## src/rtl/ps2_key_table_if.sv

```systemverilog
// Bundle of the PS/2 line inputs and the key-table / byte-stream outputs of ps2_key_table.
// The receiver takes the slave modport; whatever drives the PS/2 lines takes the master modport.
interface ps2_key_table_if;
    logic       ps2_clk;
    logic       ps2_data;
    logic [7:0] keycode1;
    logic [7:0] keycode2;
    logic [7:0] keycode3;
    logic [7:0] keycode4;
    logic       byte_valid;
    logic [7:0] byte_data;
    logic       frame_err;
    logic       overflow;

    modport slave (
        input  ps2_clk, ps2_data,
        output keycode1, keycode2, keycode3, keycode4,
        output byte_valid, byte_data, frame_err, overflow
    );

    modport master (
        output ps2_clk, ps2_data,
        input  keycode1, keycode2, keycode3, keycode4,
        input  byte_valid, byte_data, frame_err, overflow
    );
endinterface

```

## src/rtl/ps2_key_table.sv

```systemverilog
// PS/2 scan-code set 2 receiver with a 4-slot held-key table (F0 break / E0 extended prefixes).
// Optional macro PS2_PARITY_CHK_EN: reject frames whose data+parity bits have even parity.
module ps2_key_table #(
    parameter int FILTER_LEN = 8,
    parameter int TIMEOUT    = 25000
) (
    input  logic         vga_clk,
    input  logic         sys_rst,
    ps2_key_table_if.slave bus
);
    localparam int FW = $clog2(FILTER_LEN + 1);
    localparam int TW = $clog2(TIMEOUT + 1);

    typedef enum logic [1:0] {IDLE, DATA, PARITY, STOP} state_t;

    state_t         state, state_nxt;
    logic [1:0]     clk_sync_p0, data_sync_p0;
    logic           filt_lvl;
    logic [FW-1:0]  filt_cnt;
    logic           fall, din;
    logic [TW-1:0]  to_cnt;
    logic           timeout;
    logic [2:0]     bit_cnt, bit_cnt_nxt;
    logic [7:0]     shreg, shreg_nxt;
    logic           stop_ok;
    logic           byte_vld_p1, byte_vld_nxt, frame_err_p1, frame_err_nxt;
    logic [7:0]     byte_p1, byte_nxt;
    logic [7:0]     slot [4];
    logic           brk, ext, overflow_p2;
    logic           hit, have_free;
    logic [1:0]     free_idx;
`ifdef PS2_PARITY_CHK_EN
    logic           par_bit, par_bit_nxt;
`endif

    // Stage 0: synchronizers and ps2_clk glitch filter
    always_ff @(posedge vga_clk) begin
        if (sys_rst) begin
            clk_sync_p0  <= 2'b11;
            data_sync_p0 <= 2'b11;
            filt_lvl     <= 1'b1;
            filt_cnt     <= '0;
        end else begin
            clk_sync_p0  <= {clk_sync_p0[0], bus.ps2_clk};
            data_sync_p0 <= {data_sync_p0[0], bus.ps2_data};
            if (clk_sync_p0[1] != filt_lvl) begin
                if (filt_cnt == FW'(FILTER_LEN - 1)) begin
                    filt_lvl <= clk_sync_p0[1];
                    filt_cnt <= '0;
                end else begin
                    filt_cnt <= filt_cnt + FW'(1);
                end
            end else begin
                filt_cnt <= '0;
            end
        end
    end

    assign fall    = filt_lvl && !clk_sync_p0[1] && (filt_cnt == FW'(FILTER_LEN - 1));
    assign din     = data_sync_p0[1];
    assign timeout = (state != IDLE) && (to_cnt == TW'(TIMEOUT));

`ifdef PS2_PARITY_CHK_EN
    assign stop_ok = din && (^{shreg, par_bit});
`else
    assign stop_ok = din;
`endif

    // Stage 1: frame FSM; a stop-bit edge produces byte_valid/frame_err one cycle later
    always_ff @(posedge vga_clk) begin
        if (sys_rst) begin
            state        <= IDLE;
            bit_cnt      <= '0;
            shreg        <= '0;
            to_cnt       <= '0;
            byte_vld_p1  <= 1'b0;
            frame_err_p1 <= 1'b0;
            byte_p1      <= '0;
`ifdef PS2_PARITY_CHK_EN
            par_bit      <= 1'b0;
`endif
        end else begin
            state        <= state_nxt;
            bit_cnt      <= bit_cnt_nxt;
            shreg        <= shreg_nxt;
            byte_vld_p1  <= byte_vld_nxt;
            frame_err_p1 <= frame_err_nxt;
            byte_p1      <= byte_nxt;
`ifdef PS2_PARITY_CHK_EN
            par_bit      <= par_bit_nxt;
`endif
            if (fall)
                to_cnt <= '0;
            else if (to_cnt != TW'(TIMEOUT))
                to_cnt <= to_cnt + TW'(1);
        end
    end

    always_comb begin
        state_nxt     = state;
        bit_cnt_nxt   = bit_cnt;
        shreg_nxt     = shreg;
        byte_vld_nxt  = 1'b0;
        frame_err_nxt = 1'b0;
        byte_nxt      = byte_p1;
`ifdef PS2_PARITY_CHK_EN
        par_bit_nxt   = par_bit;
`endif
        // A stalled frame is abandoned even if an edge lands on the same cycle.
        if (timeout) begin
            state_nxt     = IDLE;
            frame_err_nxt = 1'b1;
        end else if (fall) begin
            case (state)
                IDLE: begin
                    if (!din) begin
                        state_nxt   = DATA;
                        bit_cnt_nxt = '0;
                    end else begin
                        frame_err_nxt = 1'b1;
                    end
                end
                DATA: begin
                    shreg_nxt   = {din, shreg[7:1]};
                    bit_cnt_nxt = bit_cnt + 3'd1;
                    if (bit_cnt == 3'd7)
                        state_nxt = PARITY;
                end
                PARITY: begin
`ifdef PS2_PARITY_CHK_EN
                    par_bit_nxt = din;
`endif
                    state_nxt = STOP;
                end
                STOP: begin
                    state_nxt = IDLE;
                    if (stop_ok) begin
                        byte_vld_nxt = 1'b1;
                        byte_nxt     = shreg;
                    end else begin
                        frame_err_nxt = 1'b1;
                    end
                end
                default: state_nxt = IDLE;
            endcase
        end
    end

    // Lowest empty slot wins, hence the descending scan.
    always_comb begin
        hit       = 1'b0;
        have_free = 1'b0;
        free_idx  = 2'd0;
        for (int i = 3; i >= 0; i--) begin
            if (slot[i] == byte_p1)
                hit = 1'b1;
            if (slot[i] == 8'h00) begin
                have_free = 1'b1;
                free_idx  = 2'(i);
            end
        end
    end

    // Stage 2: byte decoder and held-key table
    always_ff @(posedge vga_clk) begin
        if (sys_rst) begin
            for (int i = 0; i < 4; i++) slot[i] <= 8'h00;
            brk         <= 1'b0;
            ext         <= 1'b0;
            overflow_p2 <= 1'b0;
        end else begin
            overflow_p2 <= 1'b0;
            if (byte_vld_p1) begin
                case (byte_p1)
                    8'hF0: brk <= 1'b1;
                    8'hE0: ext <= 1'b1;
                    8'hAA: begin
                        for (int i = 0; i < 4; i++) slot[i] <= 8'h00;
                        brk <= 1'b0;
                        ext <= 1'b0;
                    end
                    8'hFA, 8'hFE, 8'hEE, 8'h00: ;
                    default: begin
                        brk <= 1'b0;
                        ext <= 1'b0;
                        if (!ext) begin
                            if (brk) begin
                                for (int i = 0; i < 4; i++)
                                    if (slot[i] == byte_p1) slot[i] <= 8'h00;
                            end else if (!hit) begin
                                if (have_free)
                                    slot[free_idx] <= byte_p1;
                                else
                                    overflow_p2 <= 1'b1;
                            end
                        end
                    end
                endcase
            end
        end
    end

    assign bus.keycode1   = slot[0];
    assign bus.keycode2   = slot[1];
    assign bus.keycode3   = slot[2];
    assign bus.keycode4   = slot[3];
    assign bus.byte_valid = byte_vld_p1;
    assign bus.byte_data  = byte_p1;
    assign bus.frame_err  = frame_err_p1;
    assign bus.overflow   = overflow_p2;
endmodule

```

## src/flat_wrapper.sv

```systemverilog
// flat-port wrapper written by rule: the top's interface ports become plain ports
module ps2_key_table_flat 
#(
    parameter int FILTER_LEN = 8,
    parameter int TIMEOUT    = 25000
)
  (vga_clk, sys_rst, bus_ps2_clk, bus_ps2_data, bus_keycode1, bus_keycode2, bus_keycode3, bus_keycode4, bus_byte_valid, bus_byte_data, bus_frame_err, bus_overflow);
  ps2_key_table_if bus_i ();
  input  logic vga_clk;
  input  logic sys_rst;
  input wire logic [$bits(bus_i.ps2_clk)-1:0] bus_ps2_clk;
  input wire logic [$bits(bus_i.ps2_data)-1:0] bus_ps2_data;
  output wire logic [$bits(bus_i.keycode1)-1:0] bus_keycode1;
  output wire logic [$bits(bus_i.keycode2)-1:0] bus_keycode2;
  output wire logic [$bits(bus_i.keycode3)-1:0] bus_keycode3;
  output wire logic [$bits(bus_i.keycode4)-1:0] bus_keycode4;
  output wire logic [$bits(bus_i.byte_valid)-1:0] bus_byte_valid;
  output wire logic [$bits(bus_i.byte_data)-1:0] bus_byte_data;
  output wire logic [$bits(bus_i.frame_err)-1:0] bus_frame_err;
  output wire logic [$bits(bus_i.overflow)-1:0] bus_overflow;
  assign bus_i.ps2_clk = bus_ps2_clk;
  assign bus_i.ps2_data = bus_ps2_data;
  assign bus_keycode1 = bus_i.keycode1;
  assign bus_keycode2 = bus_i.keycode2;
  assign bus_keycode3 = bus_i.keycode3;
  assign bus_keycode4 = bus_i.keycode4;
  assign bus_byte_valid = bus_i.byte_valid;
  assign bus_byte_data = bus_i.byte_data;
  assign bus_frame_err = bus_i.frame_err;
  assign bus_overflow = bus_i.overflow;
  ps2_key_table #(.FILTER_LEN(FILTER_LEN), .TIMEOUT(TIMEOUT)) u_core (.vga_clk(vga_clk), .sys_rst(sys_rst), .bus(bus_i));
endmodule
```

## config.mk

```make
export PLATFORM = sky130hd
export DESIGN_NAME = ps2_key_table_flat
export DESIGN_NICKNAME = d
export VERILOG_FILES = /design/src/rtl/ps2_key_table_if.sv /design/src/rtl/ps2_key_table.sv /design/src/flat_wrapper.sv
export SDC_FILE = /design/constraint.sdc
export NUM_CORES = 1
export LEC_CHECK = 0
export ABC_CLOCK_PERIOD_IN_PS = 4800
export BUFFER_PORTS_ARGS = -buffer_cell sky130_fd_sc_hd__buf_2
export CAP_MARGIN = 10
export CORE_MARGIN = 3
export CORE_UTILIZATION = 45
export CTS_BUF_LIST = sky130_fd_sc_hd__clkbuf_4
export CTS_CLUSTER_SIZE = 16
export DETAILED_ROUTE_END_ITERATION = 6
export PLACE_DENSITY_LB_ADDON = 0.05
export SLEW_MARGIN = 20
export SYNTH_ARGS = -nofsm -noshare
export SYNTH_HDL_FRONTEND = slang
export SYNTH_SLANG_ARGS = --single-unit
export TNS_END_PERCENT = 10
```

## constraint.sdc

```tcl
create_clock -name vga_clk -period 4.8 [get_ports vga_clk]
set_input_delay 0.96 -clock vga_clk [delete_from_list [all_inputs] [get_ports vga_clk]]
set_output_delay 0.96 -clock vga_clk [all_outputs]
set_load 0.01 [all_outputs]
```

Word level (Yosys, flattened, before mapping)
Memory sizes are Yosys's and may differ from the RTL's.
Cells that the tools add are included.
Widths: inputs -> output; s select.
Word-level totals
  logic and storage cells: 158
  bits in writable memories: 32
  input bits: 4
  memories: 1
  output and inout bits: 43
  flip-flop bits (word level): 50
Memory list
  u_core.slot: depth 4, width 8, rd ports 4, clocked after Yosys merged registers in 0, wr ports 4, RTL line ps2_key_table.sv:28  | logic [7:0] slot [4];
Operators by class
  bitwise logic cells: 15
  add/subtract/negate cells: 3
  equality and inequality tests: 20
  multiplexer cells: 77
  reduce and logical (&&, ||, !) cells: 28
Operators by type and width (number)
  $mux 8: 9
  $mux 1: 55
  $eq 8x8->1 const B: 6
  $logic_not 8->1: 5
  $eq 8x8->1: 4
  $add 15x1->15 const B: 1
  $eq 15x15->1 const B: 1
  $ne 15x15->1 const B: 1
  $mux 2: 7
  $reduce_or 12->1: 1
  $reduce_or 5->1: 2
  $or 1x1->1: 8
  $pmux 2 s4: 1
  $reduce_and 4->1: 2
  $reduce_or 8->1: 1
  $not 1->1: 7
  $reduce_or 7->1: 1
  $pmux 1 s2: 3
  $pmux 3 s2: 1
  $reduce_and 2->1: 3
  $reduce_and 3->1: 2
  $add 4x1->4 const B: 1
  $eq 2x2->1 const B: 2
  $eq 4x3->1 const B: 1
  14 further kinds: 18

Depth between registers and ports, before layout
  word-level depth: 15
  gate-level depth with buffers: 9
  depth with buffers taken out: 8

Worst setup path before layout
No wires, ideal clock.
  path type: input-to-reg
  start: in sys_rst
  end: mem u_core.slot[3][0], enable pin
  required time: 4426 ps
  path buffers: 1
  setup slack: 2009 ps
  setup time: 374 ps
  arrival time: 2418 ps
  stages: 5
  cell sequence: clkbuf_1 -> a41oi_1 -> nand3_4 -> o32a_1 -> o21ai_1
RTL lines
  start, declared: RTL line flat_wrapper.sv:10  | input logic sys_rst;
  end, declared: RTL line ps2_key_table.sv:28

==> results.ini <==
[sta]
fin_crit_ps=3060
final_max_slew_viol_count=0
worstMarginPinSlew_ps=683
rsz0062_at_grt=no
skew_ps=23.7
fmax_ghz=0.326
final-hold-violation-count=0
whs_ps=425
relSlewSlack_pct=54.4
setup_viol=0
min_period_over_period_pct=63.8
tns_ps=0

[synthesis]
syn_nets=396
netlist_instances=382
synth_top_area_cell=dfxtp_1
synth_edf_count=32
synthArstFlopShare_pct=0
avgSynthCellArea_sq_um=10.6
synth-seq-area-share_pct=48.6
synth_ff_type=dfxtp_1
ys_ff_latch=82
synth_top_area_share_pct=24.8
synth_cell_type_count=52
synth.area.top_cells=dfxtp_1 25%, edfxtp_1 24%, xnor2_1 6.9%, and2_1 5.0%, mux2i_1 4.2%
ys_warn_count=0
netlist_area_sq_mm=0.00404

[critical_path]
cp_slowest_cell=dfxtp_1
crit_path_end_kind=register
ff2ff_setup_slack_ps=1740
worst-r2r-cell-count=6
critPathMaxStageDelay_ps=770
critPathKind=register to register
path_max_fanout=15
cp.required_ps=4860
critPathLaunchType=register
critPathBufInv=0
critPathTopFamily=compound AO/OA/AOI/OAI gates
crit_cells=6
crit_chain=nor2_1 > a31o_1 > a41oi_1 > nand3_4 > o32a_1 > o21ai_1
cp.arrival_ps=3120

[routing]
num_vias=2800
drt-pass1-iter-count=4
drc=0
viasPerCell=5.28
post_drt_wl_per_cell_um=14.9
drt_wl_total_um=7900
first_iter_violations=128
drt.antenna.violating_nets=0

[floorplanning]
die_height_um=101
die_w_um=101
die_area_sq_mm=0.0101
rows=33
ioPinCount=47
initial_core_util_pct=47.7
core_sq_mm=0.00846

[cts]
hold_buffers=0
htreeDepth=3
cts_setup_buffers=0
clk_path_buf_depth=2
clk_pin_slew_ps=130
cts_tree=built
cts_resized=0
cts_buffers=9
clock-root-buffer=clkbuf_4
cts_sinks=82
worstSkewPairLatency_ps=430

[final_layout]
nets=434
areaGrowthSynthToFinish_pct=9.02
multi_input_area_sq_mm=0.00189
final_common_cell=dfxtp_1
regArea_sq_mm=0.00196
antenna_cells=0
drive_above_1_share_pct=18.4
nFillCells=769
final_cell_mix=50 x dfxtp_1, 46 x buf_2, 41 x nor2_1

[power_and_ir_drop]
leakage_nw=1.85
ir_drop_uv=141
p_per_area_mw_per_mm2=276

[placed_design]
place.gp.congestion=0.779
io_buffer_count=46
dp_hpwl_um=5420

[flow_run]
maxCapViolCount=0

[global_routing]
overflow=0
grt_max_degree=35
antenna_found_initial=0
grt_pass1_wl_um=13000
grt_pass1_vias=2584
track_usage_pct=16.2

[status]
status=completed

[worst_hold_path]
hold_path_class=register to register
hold_depth=1

-- state kept, by name (all words and copies together), names as in the netlist --
register and cells:
u_core.bus.byte_data 8, u_core.to_cnt 15, u_core.bus.byte_valid 1, u_core.state 2, u_core.slot 32, u_core.bit_cnt 3, u_core.clk_sync_p0 2, u_core.brk 1
u_core.ext 1, u_core.filt_lvl 1, u_core.bus.frame_err 1, u_core.bus.overflow 1, u_core.data_sync_p0 2, u_core.filt_cnt 4, u_core.shreg 8
-- cell type report --
cell class	instances	share of cell area [%]
tap	105	2.99
multi-input combinational	269	43.0
inverter	12	1.02
timing repair buffer	46	5.23
sequential	82	44.6
clock buffer	10	1.71
clock inverter	6	1.45
-- per-stage QoR --
step	area (sq um)	power, W	instances	worst slack, ps	utilization [%]
detailed placement	4260	0.000820	514	1560	50.3
CTS	4400	0.00123	530	1710	52.0
global placement	4260	0.000819	514	1610	50.3
floorplan	4040	0.000802	382	2010	-
global route	4400	0.00127	530	1470	52.0
finish	4400	0.00121	530	1740	52.0
-- path summary, 6_finish.rpt --
kind                                         from                                to
max reg2reg  u_core.bus.byte_data[4]$_SDFFE_PP0P_   u_core.slot[3][6]$_SDFFCE_PN0P_
min              u_core.clk_sync_p0[0]$_SDFF_PP1_  u_core.clk_sync_p0[1]$_SDFF_PP1_
max          u_core.bus.byte_data[4]$_SDFFE_PP0P_   u_core.slot[3][6]$_SDFFCE_PN0P_
min reg2reg      u_core.clk_sync_p0[0]$_SDFF_PP1_  u_core.clk_sync_p0[1]$_SDFF_PP1_
-- where the power goes --
| part | internal [W] | switching [W] |
|---|---|---|
| registers | 0.000735 | 0.0000124 |
| clock network | 0.000167 | 0.000242 |
| logic | 0.0000230 | 0.0000333 |
-- cell usage after synthesis (all sizes together) (3+ instances only) --
cell type  instances
nand2             17
nor3               9
inv               12
nor2              41
nor4b              3
xnor2             32
and2              34
o21ai              5
clkbuf             7
dfxtp             50
ha                10
nand3b             4
nor4              11
buf               12
edfxtp            32
xor2              14
a21oi              9
or2                5
mux2i             17
nand3              8
nand2b             3
and3               7
nand4             12
-- metal layers --
metal / global-route usage, % / wire (um) / up-vias
li1: - / - / 1410
met1: 22.8 / 3790 / 1330
met2: 25.2 / 3710 / 50
met3: 2.70 / 301 / 10
met4: 6.01 / 102 / 0
met5: 0 / 0 / -
-- cells by family after synthesis --
| kind of cell | synth area share (%) |
|---|---|
| buffers and inverters | 4.49 |
| muxes | 4.22 |
| xor gates and xnor gates | 9.98 |
| DFF | 48.6 |
| and+or+nand+nor | 24.8 |
| AOI/OAI and AO/OA | 4.77 |
| adders and majority gates | 3.10 |
Note: power is estimated with default switching activity, not from simulation.
